--- config.mk ---
export PLATFORM = sky130hd
export DESIGN_NAME = tnoc_vc_input_buffer
export DESIGN_NICKNAME = d
export VERILOG_FILES = /design/src/rtl/tnoc_vc_input_buffer.sv
export SDC_FILE = /design/constraint.sdc
export NUM_CORES = 1
export LEC_CHECK = 0
export ABC_CLOCK_PERIOD_IN_PS = 10050
export BUFFER_PORTS_ARGS = -buffer_cell sky130_fd_sc_hd__buf_4
export CELL_PAD_IN_SITES_DETAIL_PLACEMENT = 2
export CELL_PAD_IN_SITES_GLOBAL_PLACEMENT = 2
export CORE_MARGIN = 2
export CORE_UTILIZATION = 35
export DETAILED_ROUTE_END_ITERATION = 7
export HOLD_SLACK_MARGIN = 0.06
export PLACE_DENSITY = 0.64
export SYNTH_ARGS = -nofsm -noshare
export SYNTH_HDL_FRONTEND = slang
export SYNTH_SLANG_ARGS = --single-unit
--- constraint.sdc ---
create_clock -name clk -period 10.05 [get_ports clk]
set_input_delay 1.005 -clock clk [delete_from_list [all_inputs] [get_ports clk]]
set_output_delay 1.005 -clock clk [all_outputs]
set_load 0.005 [all_outputs]
--- src/rtl/tnoc_vc_input_buffer.sv ---
// Multi-VC flit input buffer: one circular FIFO per virtual channel, shared write port, per-VC read ports.
// Optional per-VC credit-return pulses are compiled in with `define TNOC_VC_INPUT_BUFFER_CREDIT_EN.
module tnoc_vc_input_buffer #(
    parameter  int CHANNELS   = 2,
    parameter  int DATA_WIDTH = 64,
    parameter  int DEPTH      = 8,
    parameter  int THRESHOLD  = DEPTH - 2,
    localparam int VW         = (CHANNELS > 1) ? $clog2(CHANNELS) : 1,
    localparam int CW         = $clog2(DEPTH + 1)
) (
    input  logic                           clk,
    input  logic                           rst,
    input  logic                           i_clear,
    input  logic                           i_flit_valid,
    input  logic [VW-1:0]                  i_flit_vc,
    input  logic [DATA_WIDTH-1:0]          i_flit_data,
    output logic [CHANNELS-1:0]            o_flit_ready,
    output logic [CHANNELS-1:0]            o_flit_valid,
    input  logic [CHANNELS-1:0]            i_flit_ready,
    output logic [CHANNELS*DATA_WIDTH-1:0] o_flit_data,
    output logic [CHANNELS-1:0]            o_empty,
    output logic [CHANNELS-1:0]            o_almost_full,
    output logic [CHANNELS-1:0]            o_full,
    output logic [CHANNELS*CW-1:0]         o_count,
`ifdef TNOC_VC_INPUT_BUFFER_CREDIT_EN
    output logic [CHANNELS-1:0]            o_credit_return,
`endif
    output logic                           o_error
);

    localparam int PW = $clog2(DEPTH);

    logic [DATA_WIDTH-1:0] mem_q [CHANNELS][DEPTH];
    logic [PW-1:0]         wr_ptr_q [CHANNELS];
    logic [PW-1:0]         wr_ptr_d [CHANNELS];
    logic [PW-1:0]         rd_ptr_q [CHANNELS];
    logic [PW-1:0]         rd_ptr_d [CHANNELS];
    logic [CW-1:0]         count_q  [CHANNELS];
    logic [CW-1:0]         count_d  [CHANNELS];
    logic                  error_q;
    logic                  error_d;

    logic [CHANNELS-1:0]   vc_hit;
    logic [CHANNELS-1:0]   full;
    logic [CHANNELS-1:0]   empty;
    logic [CHANNELS-1:0]   push;
    logic [CHANNELS-1:0]   pop;

    function automatic logic [PW-1:0] ptr_inc(input logic [PW-1:0] p);
        return (p == PW'(DEPTH - 1)) ? '0 : p + 1'b1;
    endfunction

    // Decoding the VC per channel makes an out-of-range index simply hit nothing.
    always_comb begin
        vc_hit = '0;
        full   = '0;
        empty  = '0;
        for (int i = 0; i < CHANNELS; i++) begin
            vc_hit[i] = (i_flit_vc == VW'(i));
            full[i]   = (count_q[i] == CW'(DEPTH));
            empty[i]  = (count_q[i] == '0);
        end
    end

    assign push    = {CHANNELS{i_flit_valid}} & vc_hit & ~full;
    assign pop     = i_flit_ready & ~empty;
    assign error_d = error_q | (i_flit_valid & ~(|push));

    always_comb begin
        for (int i = 0; i < CHANNELS; i++) begin
            wr_ptr_d[i] = wr_ptr_q[i];
            rd_ptr_d[i] = rd_ptr_q[i];
            count_d[i]  = count_q[i];
            if (i_clear) begin
                wr_ptr_d[i] = '0;
                rd_ptr_d[i] = '0;
                count_d[i]  = '0;
            end else begin
                if (push[i]) wr_ptr_d[i] = ptr_inc(wr_ptr_q[i]);
                if (pop[i])  rd_ptr_d[i] = ptr_inc(rd_ptr_q[i]);
                case ({push[i], pop[i]})
                    2'b10:   count_d[i] = count_q[i] + 1'b1;
                    2'b01:   count_d[i] = count_q[i] - 1'b1;
                    default: count_d[i] = count_q[i];
                endcase
            end
        end
    end

    always_ff @(posedge clk) begin
        if (rst) begin
            for (int i = 0; i < CHANNELS; i++) begin
                wr_ptr_q[i] <= '0;
                rd_ptr_q[i] <= '0;
                count_q[i]  <= '0;
            end
            error_q <= 1'b0;
        end else begin
            for (int i = 0; i < CHANNELS; i++) begin
                wr_ptr_q[i] <= wr_ptr_d[i];
                rd_ptr_q[i] <= rd_ptr_d[i];
                count_q[i]  <= count_d[i];
            end
            error_q <= error_d;
        end
    end

    // NOTE: storage has no reset; entries are only observable once count says they were written.
    always_ff @(posedge clk) begin
        for (int i = 0; i < CHANNELS; i++) begin
            if (push[i]) mem_q[i][wr_ptr_q[i]] <= i_flit_data;
        end
    end

    always_comb begin
        o_flit_data   = '0;
        o_count       = '0;
        o_almost_full = '0;
        for (int i = 0; i < CHANNELS; i++) begin
            o_flit_data[i*DATA_WIDTH +: DATA_WIDTH] = mem_q[i][rd_ptr_q[i]];
            o_count[i*CW +: CW]                     = count_q[i];
            o_almost_full[i]                        = (count_q[i] >= CW'(THRESHOLD));
        end
    end

    assign o_flit_valid = ~empty;
    assign o_flit_ready = ~full;
    assign o_empty      = empty;
    assign o_full       = full;
    assign o_error      = error_q;

`ifdef TNOC_VC_INPUT_BUFFER_CREDIT_EN
    logic [CHANNELS-1:0] credit_q;

    // A pop in a reset or clear cycle returns no credit: the flush already restores them all.
    always_ff @(posedge clk) begin
        if (rst || i_clear) credit_q <= '0;
        else                credit_q <= pop;
    end

    assign o_credit_return = credit_q;
`endif

endmodule

==> metrics <==
status completed; total power 9.15 mW; die height 341 um; chip width 341 um; vias in the first global route 20800; Worst path slowest cell dfxtp_4; CP required 9.05 ns; YS warnings 0; P_sw about 1.8 mW; final clock skew 0.0287 ns; fraction of layout cells with a size suffix above 1 around two fifths; Max Clk Rate around 200 MHz; most common cell after layout, fill and taps aside edfxtp_1; RSZ-0062 raised after global routing no; number of CTS-inserted buffers 109; total clock sinks 1045; Hold Path Class reg -> reg; Slew headroom roughly a fifth; Least-Margin Pin Slew roughly 1.2 ns; TritonCTS clock tree done; Arr. time, crit path about 4.0 ns; WP buf/inv 3; post-cts gate resize count 0; share of the synthesized area in the top cell type between 70% and 80%; final hold vios 0; Crit Path Max Fanout 31; dpl hpwl a little under 60000 um; most frequent cells in the layout 1024 x edfxtp_1, 256 x mux4_2, 254 x buf_4, 128 x mux2_2, 113 x clkbuf_16; power per cell area around 200 nW/um^2; Synth Area per Inst 24.1 um^2; Setup CP Type reg -> out; detailed-route wire length between 100000 and 150000 um; DR pass1 iterations 5; Skew-Pair Late Insertion Delay ~0.7 ns; starting density of the core a little over a third; Syn Inst Count ~1600; I/O pins between 200 and 250; mean routed wirelength per cell around 30 um; Area growth, synth to finish 17.7%; Worst path top cell family by delay buffers and inverters; Internal Power 7.31 mW; crit-path max cell delay approximately 0.76 ns; die area 116000 um^2; Leak between 10 and 15 nW; FP Rows between 100 and 150; CP startpoint rd_ptr_q[0][3]; Longest Clk Path Bufs 3; Cell Area, Synth a little under 40000 um^2; CTS root buf clkbuf_16; Final Cycle Share 49.8%; IR drop worst, VDD roughly 0.13 mV; number of max-cap violations 0; number of synthesized register bits approximately 1000; Port Buffer Count roughly 220; Residual DRC 0; post-route antenna net violation count 0; total number of vias about 18000; final setup fails 0; DR vias/cell about 5.2; Gate power share between 2 and 3%; GRT Util Overall between 10% and 20%; Max Slew Vio Count 0; pin count of the biggest net entering global routing between 60 and 70; Synth area leader edfxtp_1; Final Cell Area ~47000 um^2; Final min period 5.01 ns; gr ovfl total 0; Sw Share around a fifth; fin nets approximately 2000; Critical R2R Launch count_q[0][1]; worst hold start o_error; Critical Path Start Type flip-flop; crit path cell chain buf_4 -> buf_4 -> mux4_2 -> mux2_2 -> buf_4; H-tree levels 3; sequential cell area fraction in the yosys report about four fifths; Netlist cell types 34; Net Count, Synth 1735; Seq pwr share a little over half; CTS clk-pin slew, worst paths approximately 0.06 ns; endpoint class of the critical path primary output; Placed Area 43100 um^2; initial antenna violation count 6; Setup TNS 0 ns; post-CTS setup buffers 0; core area 112000 um^2; 1st-iter DRT viols around 1400; Routability Congestion between 0.7 and 0.8; fillcell total 10300; synth top area cells edfxtp_1 77%, mux4_2 15%, mux2_2 3.6%; crit-path most repeated cell buf_4; first-pass GRT wire length between 150000 and 200000 um; CTS Hold Buffers Added 0; clock network fraction of design power between 40% and 50%
==> layer usage <==
metal | share of wire [%] | global-route usage [%] | vias up
met4 | 1.5 | 4.01 | 6
met1 | 43 | 24.3 | 10200
met3 | 4.5 | 3.29 | 115
met5 | 0.041 | 0 | -
met2 | 51 | 31.6 | 401
li1 | - | - | 7574
==> power by group through the flow <==
stage	logic [mW]	clock network (mW)	registers, mW
global route	0.294	4.31	4.83
global placement	0.262	0	4.92
CTS	0.280	4.16	4.83
detailed placement	0.278	0	4.92
finish	0.270	4.05	4.83
floorplan	0.105	0	4.92
==> worst paths after layout <==
check / end / slack (ns) / cells past startpoint
worst max register to register: mem_q[0][298] / 6.58 / 7
worst min register to register: o_error / 0.49 / 2
worst max-delay path: o_flit_data[95] / 5.04 / 5
worst min-delay path: o_error / 0.49 / 2
==> metrics by stage <==
stage	setup slack, ns	util (%)	hold WS (ns)	instances
finish	5.04	41.5	0.494	3527
global route	4.68	41.5	0.471	3526
CTS	4.89	41.5	0.438	3526
detailed placement	5.64	38.3	0.474	3324
global placement	5.74	38.3	0.468	3324
floorplan	1.87	-	0.461	1648
==> worst reg2reg max path: stages, from the launching register on <==
cell,delay (ns)
dfxtp_1,0.47
nor3_1,0.09
nand2_1,0.10
inv_2,0.04
nor2b_1,0.36
nand2_1,0.35
nor2_4,0.67
buf_4,0.91
==> cells in the mapped netlist (all sizes together) <==
library cell,count
and2,2
nor4,2
inv,14
nand2,25
nand3,4
a211oi,2
fa,2
or4b,1
a21o,2
mux2,128
or2,1
nand4b,2
or3,4
buf,42
edfxtp,1024
o21ai,2
nand2b,4
nor2b,2
dfxtp,21
a31oi,1
ha,14
mux4,256
clkbuf,36
nor2,20
nor3,9
and4b,2
or4,2
a21oi,18
o31ai,2
xor2,4
==> kinds of logic after synthesis <==
kind of cell,after synthesis,synth area share [%]
buffers and inverters,92,1.32
AOI/OAI and AO/OA,27,0.381
DFF,1045,78.5
and+or+nand+nor,80,0.990
muxes,384,18.2
adders and majority gates,16,0.542
xor gates and xnor gates,4,0.0882
==> registers in the layout, indices dropped and copies added, names as in the netlist <==
| signal | count |
|---|---|
| mem_q | 1024 |
| o_error | 1 |
| rd_ptr_q | 6 |
| count_q | 8 |
| wr_ptr_q | 6 |
==> area by class of cell <==
class | instances | area [um^2] | share of cell area, %
Sequential cell | 1045 | 31200 | 66.8
Multi-Input combinational cell | 511 | 8100 | 17.3
Clock buffer | 134 | 2910 | 6.22
Timing Repair Buffer | 254 | 1910 | 4.08
Tap cell | 1500 | 1880 | 4.02
Clock inverter | 68 | 676 | 1.45
Inverter | 14 | 52.6 | 0.112
Antenna cell | 1 | 2.50 | 0.00536
Power figures use the tool's default switching activity.
